===== src/rtl/blk_scan_engine_if.sv =====
// Bus bundle for the block-scan controller: start/abort handshake, memory read
// port, per-point core inputs and the per-block result outputs.
interface blk_scan_engine_if #(
    parameter int ADDR_WIDTH = 5,
    parameter int DIST_WIDTH = 14,
    parameter int PEAK_NUM   = 4,
    parameter int REF_MAX    = 3,
    parameter int REF_CNT_W  = 2,
    parameter int CNT_WIDTH  = 8
);
    logic                           start;
    logic [1:0]                     mode;
    logic                           abort;
    logic                           busy;
    logic                           done;
    logic                           rd_en;
    logic [ADDR_WIDTH-1:0]          addr;
    logic [PEAK_NUM-1:0]            cand_valid;
    logic [PEAK_NUM*DIST_WIDTH-1:0] cand_dist;
    logic                           is_bloom;
    logic [REF_MAX*DIST_WIDTH-1:0]  ref_dist;
    logic [REF_CNT_W-1:0]           ref_count;
    logic                           contains_ref;
    logic                           ref_overflow;
    logic [CNT_WIDTH-1:0]           bloom_cnt;
    logic                           contains_bloom;

    // Requester / core side: drives commands and per-point data.
    modport master (
        output start, mode, abort, cand_valid, cand_dist, is_bloom,
        input  busy, done, rd_en, addr, ref_dist, ref_count, contains_ref,
               ref_overflow, bloom_cnt, contains_bloom
    );

    // Scan engine side.
    modport slave (
        input  start, mode, abort, cand_valid, cand_dist, is_bloom,
        output busy, done, rd_en, addr, ref_dist, ref_count, contains_ref,
               ref_overflow, bloom_cnt, contains_bloom
    );
endinterface


===== src/rtl/blk_scan_engine.sv =====
// Block-scan controller: walks BLOCK_SIZE addresses per accepted start and
// gathers either a deduplicated reference-distance table or a bloom count.
//
// state | meaning
// IDLE  | waiting for start with a legal mode; results held
// SCAN  | issuing reads, addr 0..BLOCK_SIZE-1
// DRAIN | consuming the sample of the last address, then pulse done
module blk_scan_engine #(
    parameter int BLOCK_SIZE = 30,
    parameter int ADDR_WIDTH = 5,
    parameter int DIST_WIDTH = 14,
    parameter int PEAK_NUM   = 4,
    parameter int REF_MAX    = 3,
    parameter int REF_CNT_W  = 2,
    parameter int CNT_WIDTH  = 8
) (
    input  logic              clk,
    input  logic              rst_n,
    blk_scan_engine_if.slave  bus
);
    typedef enum logic [1:0] {IDLE = 2'd0, SCAN = 2'd1, DRAIN = 2'd2} state_t;

    localparam logic [1:0]            MODE_REF   = 2'b01;
    localparam logic [1:0]            MODE_BLOOM = 2'b10;
    localparam logic [ADDR_WIDTH-1:0] ADDR_LAST  = ADDR_WIDTH'(BLOCK_SIZE - 1);
    localparam logic [REF_CNT_W-1:0]  CNT_FULL   = REF_CNT_W'(REF_MAX);

    state_t                   state_q;
    logic [1:0]               mode_q;
    logic                     busy_q;
    logic                     done_q;
    logic                     rd_en_q;
    logic                     sample_q;
    logic [ADDR_WIDTH-1:0]    addr_q;
    logic [DIST_WIDTH-1:0]    tbl_q [REF_MAX];
    logic [DIST_WIDTH-1:0]    tbl_d [REF_MAX];
    logic [REF_CNT_W-1:0]     ref_cnt_q;
    logic [REF_CNT_W-1:0]     ref_cnt_d;
    logic                     ovf_q;
    logic                     ovf_d;
    logic                     contains_ref_q;
    logic [CNT_WIDTH-1:0]     bloom_q;
    logic                     contains_bloom_q;

    logic                     mode_ok;
    logic                     abort_now;
    logic                     accept;
    logic [DIST_WIDTH-1:0]    cand;
    logic                     hit;
    logic [REF_MAX*DIST_WIDTH-1:0] ref_flat;

    assign mode_ok   = (bus.mode == MODE_REF) || (bus.mode == MODE_BLOOM);
    // Abort only means something while a scan is in flight; it beats start.
    assign abort_now = bus.abort && (state_q != IDLE);
    assign accept    = (state_q == IDLE) && bus.start && mode_ok;

    // Insert this point's candidates in peak order; later peaks see earlier inserts.
    always_comb begin
        tbl_d     = tbl_q;
        ref_cnt_d = ref_cnt_q;
        ovf_d     = ovf_q;
        cand      = '0;
        hit       = 1'b0;
        for (int p = 0; p < PEAK_NUM; p++) begin
            cand = bus.cand_dist[p*DIST_WIDTH +: DIST_WIDTH];
            hit  = 1'b0;
            if (bus.cand_valid[p] && (cand != '0)) begin
                for (int i = 0; i < REF_MAX; i++) begin
                    if ((REF_CNT_W'(i) < ref_cnt_d) && (tbl_d[i] == cand)) begin
                        hit = 1'b1;
                    end
                end
                if (!hit) begin
                    if (ref_cnt_d == CNT_FULL) begin
                        ovf_d = 1'b1;
                    end else begin
                        for (int i = 0; i < REF_MAX; i++) begin
                            if (REF_CNT_W'(i) == ref_cnt_d) begin
                                tbl_d[i] = cand;
                            end
                        end
                        ref_cnt_d = ref_cnt_d + REF_CNT_W'(1);
                    end
                end
            end
        end
    end

    // Scan sequencing plus result accumulation; all outputs come straight from flops.
    always_ff @(posedge clk or negedge rst_n) begin
        if (!rst_n) begin
            state_q          <= IDLE;
            mode_q           <= 2'b00;
            busy_q           <= 1'b0;
            done_q           <= 1'b0;
            rd_en_q          <= 1'b0;
            sample_q         <= 1'b0;
            addr_q           <= '0;
            ref_cnt_q        <= '0;
            ovf_q            <= 1'b0;
            contains_ref_q   <= 1'b0;
            bloom_q          <= '0;
            contains_bloom_q <= 1'b0;
            for (int i = 0; i < REF_MAX; i++) tbl_q[i] <= '0;
        end else begin
            done_q   <= 1'b0;
            // The sample lags the read by one cycle; an abort drops it.
            sample_q <= rd_en_q && !abort_now;

            if (abort_now) begin
                state_q <= IDLE;
                busy_q  <= 1'b0;
                rd_en_q <= 1'b0;
                addr_q  <= '0;
            end else begin
                case (state_q)
                    IDLE: begin
                        if (accept) begin
                            state_q <= SCAN;
                            mode_q  <= bus.mode;
                            busy_q  <= 1'b1;
                            rd_en_q <= 1'b1;
                            addr_q  <= '0;
                        end
                    end
                    SCAN: begin
                        if (addr_q == ADDR_LAST) begin
                            state_q <= DRAIN;
                            rd_en_q <= 1'b0;
                            addr_q  <= '0;
                        end else begin
                            addr_q <= addr_q + ADDR_WIDTH'(1);
                        end
                    end
                    DRAIN: begin
                        state_q <= IDLE;
                        busy_q  <= 1'b0;
                        done_q  <= 1'b1;
                    end
                    default: state_q <= IDLE;
                endcase
            end

            if (abort_now || accept) begin
                ref_cnt_q        <= '0;
                ovf_q            <= 1'b0;
                contains_ref_q   <= 1'b0;
                bloom_q          <= '0;
                contains_bloom_q <= 1'b0;
                for (int i = 0; i < REF_MAX; i++) tbl_q[i] <= '0;
            end else if (sample_q) begin
                if (mode_q == MODE_REF) begin
                    tbl_q          <= tbl_d;
                    ref_cnt_q      <= ref_cnt_d;
                    ovf_q          <= ovf_d;
                    contains_ref_q <= (ref_cnt_d != '0);
                end else if ((mode_q == MODE_BLOOM) && bus.is_bloom && (bloom_q != '1)) begin
                    bloom_q          <= bloom_q + CNT_WIDTH'(1);
                    contains_bloom_q <= 1'b1;
                end
            end
        end
    end

    // Flatten the table into the packed output bus.
    always_comb begin
        ref_flat = '0;
        for (int i = 0; i < REF_MAX; i++) begin
            ref_flat[i*DIST_WIDTH +: DIST_WIDTH] = tbl_q[i];
        end
    end

    assign bus.busy           = busy_q;
    assign bus.done           = done_q;
    assign bus.rd_en          = rd_en_q;
    assign bus.addr           = addr_q;
    assign bus.ref_dist       = ref_flat;
    assign bus.ref_count      = ref_cnt_q;
    assign bus.contains_ref   = contains_ref_q;
    assign bus.ref_overflow   = ovf_q;
    assign bus.bloom_cnt      = bloom_q;
    assign bus.contains_bloom = contains_bloom_q;
endmodule


===== src/flat_wrapper.sv =====
// flat-port wrapper written by rule: the top's interface ports become plain ports
module blk_scan_engine_flat 
#(
    parameter int BLOCK_SIZE = 30,
    parameter int ADDR_WIDTH = 5,
    parameter int DIST_WIDTH = 14,
    parameter int PEAK_NUM   = 4,
    parameter int REF_MAX    = 3,
    parameter int REF_CNT_W  = 2,
    parameter int CNT_WIDTH  = 8
)
  (clk, rst_n, bus_start, bus_mode, bus_abort, bus_cand_valid, bus_cand_dist, bus_is_bloom, bus_busy, bus_done, bus_rd_en, bus_addr, bus_ref_dist, bus_ref_count, bus_contains_ref, bus_ref_overflow, bus_bloom_cnt, bus_contains_bloom);
  blk_scan_engine_if #(.ADDR_WIDTH(ADDR_WIDTH), .DIST_WIDTH(DIST_WIDTH), .PEAK_NUM(PEAK_NUM), .REF_MAX(REF_MAX), .REF_CNT_W(REF_CNT_W), .CNT_WIDTH(CNT_WIDTH)) bus_i ();
  input  logic clk;
  input  logic rst_n;
  input wire logic [$bits(bus_i.start)-1:0] bus_start;
  input wire logic [$bits(bus_i.mode)-1:0] bus_mode;
  input wire logic [$bits(bus_i.abort)-1:0] bus_abort;
  input wire logic [$bits(bus_i.cand_valid)-1:0] bus_cand_valid;
  input wire logic [$bits(bus_i.cand_dist)-1:0] bus_cand_dist;
  input wire logic [$bits(bus_i.is_bloom)-1:0] bus_is_bloom;
  output wire logic [$bits(bus_i.busy)-1:0] bus_busy;
  output wire logic [$bits(bus_i.done)-1:0] bus_done;
  output wire logic [$bits(bus_i.rd_en)-1:0] bus_rd_en;
  output wire logic [$bits(bus_i.addr)-1:0] bus_addr;
  output wire logic [$bits(bus_i.ref_dist)-1:0] bus_ref_dist;
  output wire logic [$bits(bus_i.ref_count)-1:0] bus_ref_count;
  output wire logic [$bits(bus_i.contains_ref)-1:0] bus_contains_ref;
  output wire logic [$bits(bus_i.ref_overflow)-1:0] bus_ref_overflow;
  output wire logic [$bits(bus_i.bloom_cnt)-1:0] bus_bloom_cnt;
  output wire logic [$bits(bus_i.contains_bloom)-1:0] bus_contains_bloom;
  assign bus_i.start = bus_start;
  assign bus_i.mode = bus_mode;
  assign bus_i.abort = bus_abort;
  assign bus_i.cand_valid = bus_cand_valid;
  assign bus_i.cand_dist = bus_cand_dist;
  assign bus_i.is_bloom = bus_is_bloom;
  assign bus_busy = bus_i.busy;
  assign bus_done = bus_i.done;
  assign bus_rd_en = bus_i.rd_en;
  assign bus_addr = bus_i.addr;
  assign bus_ref_dist = bus_i.ref_dist;
  assign bus_ref_count = bus_i.ref_count;
  assign bus_contains_ref = bus_i.contains_ref;
  assign bus_ref_overflow = bus_i.ref_overflow;
  assign bus_bloom_cnt = bus_i.bloom_cnt;
  assign bus_contains_bloom = bus_i.contains_bloom;
  blk_scan_engine #(.BLOCK_SIZE(BLOCK_SIZE), .ADDR_WIDTH(ADDR_WIDTH), .DIST_WIDTH(DIST_WIDTH), .PEAK_NUM(PEAK_NUM), .REF_MAX(REF_MAX), .REF_CNT_W(REF_CNT_W), .CNT_WIDTH(CNT_WIDTH)) u_core (.clk(clk), .rst_n(rst_n), .bus(bus_i));
endmodule

===== config.mk =====
export PLATFORM = sky130hd
export DESIGN_NAME = blk_scan_engine_flat
export DESIGN_NICKNAME = d
export VERILOG_FILES = /design/src/rtl/blk_scan_engine_if.sv /design/src/rtl/blk_scan_engine.sv /design/src/flat_wrapper.sv
export SDC_FILE = /design/constraint.sdc
export NUM_CORES = 1
export LEC_CHECK = 0
export ABC_AREA = 0
export ABC_CLOCK_PERIOD_IN_PS = 5700
export CAP_MARGIN = 10
export CORE_MARGIN = 2
export CORE_UTILIZATION = 30
export CTS_CLUSTER_DIAMETER = 80
export CTS_CLUSTER_SIZE = 12
export DETAILED_ROUTE_END_ITERATION = 8
export PLACE_DENSITY_LB_ADDON = 0.05
export SLEW_MARGIN = 20
export SYNTH_ARGS = -nofsm -noshare
export SYNTH_HDL_FRONTEND = slang
export SYNTH_SLANG_ARGS = --single-unit

===== constraint.sdc =====
create_clock -name clk -period 5.7 [get_ports clk]
set_input_delay 1.14 -clock clk [delete_from_list [all_inputs] [get_ports clk]]
set_output_delay 1.14 -clock clk [all_outputs]
set_load 0.02 [all_outputs]

==> qor.txt, run 1 <==
fmax: 176 MHz
Ports: 130
FF-to-FF setup slack: 290 ps
min-delay src: u_core.bus.contains_bloom
fillers: 3114
Syn. warnings: 0
Synth Instances: 1239
htree depth: 3
number of synthesized register bits: 68
DRT Pass-1 Iters: 6
Min-Delay Path Class: reg -> reg
Cells after DPL: 2010
worst r2r path cells: 22
Max stage delay cell, worst path: o31ai_4
die area: 32200 um2
Worst-Skew Late Latency: 360 ps
first-pass GRT wire length: 85300 um
Worst Hold Path EP: u_core.bus.contains_bloom
Slew HR: 36.6%
Max clock buf depth: 2
hold path depth: 2
HPWL after DPL: 47900 um
ys flop type: dfrtp_1
die height: 179 um
CP most frequent cell: buf_4
Critical Path Max Stage Delay: 450 ps
post-route cell area: 15000 um2
post-route ant nets: 0
gp weighted congestion: 1.04
Worst Tran Pin Value: 952 ps
top post-synthesis cells by area: dfrtp_1, xnor2_1, mux2i_1
clock skew: 15.6 ps
CP Capture Type: flop
clock sink count: 68
max_cap viols: 0
Post-synth top cells: xnor2_1, nor2_1, nand2_1
Clock transition at path regs: 60 ps
largest area contributor in the netlist: dfrtp_1
dpl cell area: 13500 um2
Final nets: 1746
CP Max Fanout: 9
GRT overflow: 0
Final Hold Viols: 0
vias in the first global route: 11.8k
distinct cell type count after synthesis: 85
top-count cell post-synth: xnor2_1
DRT Wirelength: 60400 um
Area growth syn-to-layout: 61.9%
DR iter-0 viols: 1591
VDD IR-drop max: 0.247 mV
RSZ-0062 raised after global routing: true
max-slew violations: 0
Core Box Area: 30400 um2
reg-to-reg endpoint: u_core.bus.ref_dist[31]
Synth Cell Area: 9240 um2
Worst EP required: 5920 ps
post-route minimum period: 5690 ps
Avg Cell Area, Syn: 7.46 um2
antenna cells: 0
WL/cell: 29.1 um
TritonCTS clock tree: done
fin crit share: 99.9%
Initial Utilization: 30.4%
Root Driver: clkbuf_16
outcome: complete, no violations
Finished Layout Cells: 2077
final setup fails: 0
Post-synth EDFFs: 0
final core occ: 49.2%
share of cells above drive strength 1: 35.3%
crit path launch type: input pin
Inserted Clock Buffers: 9
Vias: 12.4k
asr flop ratio synth: 100%
power per standard cell area: 412 nW/um2
vias per cell: 5.98
Worst Setup SP: bus_cand_dist[8]
post-synthesis sequential area ratio: 18.4%
Synth top area share: 18.4%
leakage power: 6.25 nW
I/O Buffers: 129
die width: 179 um
worst r2r src: u_core.bus.ref_count[1]
CP arrival: 5920 ps
Setup CP Type: in -> reg
largest net degree at the start of global routing: 69
final routed DRC violation total: 0
Row Count: 64
initial antenna violation count: 1
GR Util All Layers: 36.1%
Syn Nets: 1309
[critical path: cells and delay by family]
| kind | cells | cell delay, ps |
|---|---|---|
| AND/OR/NAND/NOR | 8 | 1260 |
| buffers and inverters | 11 | 1850 |
| AO/OA/AOI/OAI | 6 | 1500 |
| XOR/XNOR | 1 | 130 |
[per-stage QoR]
step	TNS, ps	power, W	worst slack, ps	hold WS (ps)
2_1_floorplan	-18.4	0.00275	-14.2	506
3_3_place_gp	-44240	0.00506	-1100	487
3_5_place_dp	-43920	0.00503	-1060	489
4_1_cts	0	0.00584	5.50	501
5_1_grt	-1420	0.00638	-94.3	524
6_report	0	0.00616	5.70	497
[worst max path at each step]
stage / cells after the start / endpoint / slack, ps
CTS: 23 / u_core.bus.ref_dist[12] / 5
finish: 26 / u_core.bus.ref_dist[31] / 6
global route: 24 / u_core.bus.ref_dist[31] / -90
floorplan: 18 / u_core.bus.ref_dist[24] / -10
global placement: 21 / u_core.bus.ref_dist[41] / -1100
detailed placement: 22 / u_core.bus.ref_dist[18] / -1060
[metal layers]
layer  wire [um]  up-vias  share of wire, %  GRT usage [%]
met1       26000     6073                43           50.5
met2       25900      762                43           54.4
met3        5900      149               9.8           6.97
li1            -     5430                 -              -
met5          31        -             0.051              0
met4        2620        2               4.3           14.5
[where the power goes]
group | total (W) | switching, W | internal [W]
Combinational | 0.00479 | 0.00260 | 0.00219
Clock | 0.000541 | 0.000242 | 0.000299
Sequential | 0.000834 | 0.000223 | 0.000610
Total | 0.00616 | 0.00307 | 0.00309
[what timing repair did]
| item | CTS | global route |
|---|---|---|
| gates resized for setup | 129 | 104 |
| gates cloned | 2 | 0 |
| hold buffers | 0 | 0 |
| pin swaps | 39 | 57 |
| buffers inserted | 35 | 18 |
| endpoints found under the setup margin | 46 | 46 |
[cells in the final DEF, fill, tap and decap left out, types with 34 or more instances in the layout]
cell type	n
buf_4	366
clkdlybuf4s50_1	111
xnor2_1	92
nor2_1	91
nand2_1	90
nand3_1	83
dfrtp_1	68
o21ai_0	59
xor2_1	54
inv_1	44
a21oi_1	42
mux2i_1	41
buf_6	36
o211ai_1	35
nor3_1	34
[kinds of logic after synthesis]
group                      share of synthesized area (%)
and+or+nand+nor                                     26.5
AOI/OAI and AO/OA                                   23.1
muxes                                               9.48
DFF                                                 18.4
adders and majority gates                          0.515
xor gates and xnor gates                            14.2
buffers and inverters                               7.69
[sequential cells by signal, summed over array words and instances, names as in the netlist]
register / flops
u_core.bus.addr: 5
u_core.sample_q: 1
u_core.bus.contains_ref: 1
u_core.bus.contains_bloom: 1
u_core.bus.bloom_cnt: 8
u_core.bus.done: 1
u_core.mode_q: 2
u_core.state_q: 2
u_core.bus.ref_dist: 42
u_core.bus.rd_en: 1
u_core.bus.ref_overflow: 1
u_core.bus.busy: 1
u_core.bus.ref_count: 2
[layout make-up]
class                      count  area, um2  area share (%)
multi-input combinational   1006       7560            50.5
clock buffer                  10        229            1.53
clock inverter                 6       47.5           0.318
tap                          396        495            3.31
sequential                    68       1700            11.4
inverter                      45        169            1.13
timing repair buffer         546       4760            31.8
(Power assumes the default switching activity.)
==> run 2, diff against run 1 <==
CORE_ASPECT_RATIO = 1.25   (was default)
==> run 2 against run 1 <==
  * Sequential share of layout area shrank 0.14 points
  * Highest routed layer unchanged
  * Via count shrank 0.40%
  * The flow now finishes with violations (negative setup slack)
  * Clock-buffer cell count did not move
  * Total power increased by 0.22%
  * Hold slack improved by 7.9 ps
  * Die area about the same
  * Sequential cell count is the same
  * Register-to-register slack improved by 150 ps
  * Clock skew decreased by 1.0 ps
==> qor.txt, run 2 (synthesis gave the netlist of run 1 again) <==
gp weighted congestion: 1.01
fillers: 3045
post-route cell area: 15100 um2
Ports: 130
most frequent cells in the layout: buf_4, clkdlybuf4s50_1, xnor2_1, nor2_1, nand2_1
Worst-Skew Late Latency: 360 ps
Row Count: 71
# hold bufs at CTS: 0
final routed DRC violation total: 0
RSZ-0062 raised after global routing: true
max-slew violations: 0
Root Driver: clkbuf_16
DR iter-0 viols: 1339
outcome: complete, but fails checks
die area: 32200 um2
post-route ant nets: 0
clock skew: 14.6 ps
Multi-input gate area: 7670 um2
CP arrival: 5990 ps
Final Hold Viols: 0
HPWL after DPL: 47600 um
TritonCTS clock tree: done
Slew HR: 28.9%
Worst EP required: 5930 ps
Inserted Clock Buffers: 9
DRT Wirelength: 62100 um
htree depth: 3
Initial Utilization: 30.6%
clock sink count: 68
max_cap viols: 0
vias in the first global route: 12.2k
die width: 161 um
leakage power: 6.32 nW
DRT Pass-1 Iters: 7
post-route minimum period: 5750 ps
antenna cells: 0
Area growth syn-to-layout: 63.9%
Vias: 12.4k
initial antenna violation count: 1
violated checks: negative setup slack
CP Max Fanout: 7
final core occ: 50.1%
fin crit share: 101%
GRT overflow: 0
final setup fails: 15
CP Capture Type: flop
first-pass GRT wire length: 87300 um
Storage cell area: 1700 um2
largest net degree at the start of global routing: 59
Clock transition at path regs: 60 ps
final worst setup slack: -53.3 ps
Worst Tran Pin Value: 1060 ps
power per standard cell area: 408 nW/um2
I/O Buffers: 129
die height: 200 um
commonest non-fill, non-tap cell in the layout: buf_4
Max clock buf depth: 2
vias per cell: 5.94
GR Util All Layers: 37.4%
Min-Delay Path Class: reg -> reg
pre-CTS worst setup slack: -1320 ps
Final nets: 1747
share of cells above drive strength 1: 36.5%
Setup CP Type: in -> reg
crit path launch type: input pin
dpl cell area: 13300 um2
Core Box Area: 30200 um2
WL/cell: 29.8 um
max FFs per register: 42
fmax: 174 MHz
VDD IR-drop max: 0.296 mV
## run 2: area by class of cell
class | count | area share (%)
Multi-Input combinational cell | 1008 | 50.6
Timing Repair Buffer | 545 | 31.7
Sequential cell | 68 | 11.2
Tap cell | 401 | 3.31
Clock buffer | 10 | 1.58
Inverter | 45 | 1.12
Clock inverter | 6 | 0.463
## run 2: through the flow
step	hold WS, ps	std cells	total power, W	TNS [ps]
after floorplan	506	1239	0.00275	-18.4
after CTS	511	2051	0.00578	-1840
final	505	2083	0.00618	-400
after global routing	524	2083	0.00640	-4180
after global placement	489	1991	0.00498	-50320
after detailed placement	486	1991	0.00495	-49070
## run 2: worst paths after layout
path / startpoint / to / slack, ps / depth (start not counted)
max: bus_cand_dist[10] / u_core.bus.ref_dist[24] / -50 / 22
min: u_core.bus.contains_bloom / u_core.bus.contains_bloom / 510 / 2
max reg2reg: u_core.bus.ref_count[1] / u_core.bus.ref_dist[24] / 440 / 20
min reg2reg: u_core.bus.contains_bloom / u_core.bus.contains_bloom / 510 / 2
max in group asynchronous: rst_n / u_core.bus.ref_dist[6] / 4050 / 2
min in group asynchronous: rst_n / u_core.bus.ref_dist[27] / 600 / 1
## run 2: where the power goes
part           internal [W]  switching [W]
clock              0.000355       0.000253
sequential         0.000611       0.000217
combinational       0.00218        0.00256
total               0.00315        0.00303
## run 2: timing repair
item                                   CTS  global route
endpoints found under the hold margin    0             0
cloned                                   3             3
setup endpoints to repair               46            46
setup buffers                           43            33
gates resized for setup                118           136
pin swaps                               37            58
## run 2: routing by layer
metal | wire [um] | global-route usage (%) | vias to the layer above | part of all wire [%]
li1 | - | - | 5431 | -
met1 | 23900 | 45.1 | 6022 | 38
met2 | 28900 | 62.1 | 693 | 47
met3 | 4020 | 4.58 | 218 | 6.5
met4 | 5260 | 25.0 | 2 | 8.5
met5 | 7 | 0 | - | 0.011
## run 2: worst max-delay path, stage by stage
cell	delay, ps
buf_6	90
or4_4	540
or4_4	590
buf_6	150
a31oi_4	170
o2111ai_4	150
o41ai_4	330
buf_6	180
buf_6	110
nor4_4	30
buf_6	130
buf_6	120
mux2i_4	190
xnor2_2	140
or4_4	550
o31ai_4	290
a21o_1	260
and2_4	180
buf_12	150
buf_12	130
nand3_2	70
a32o_1	270
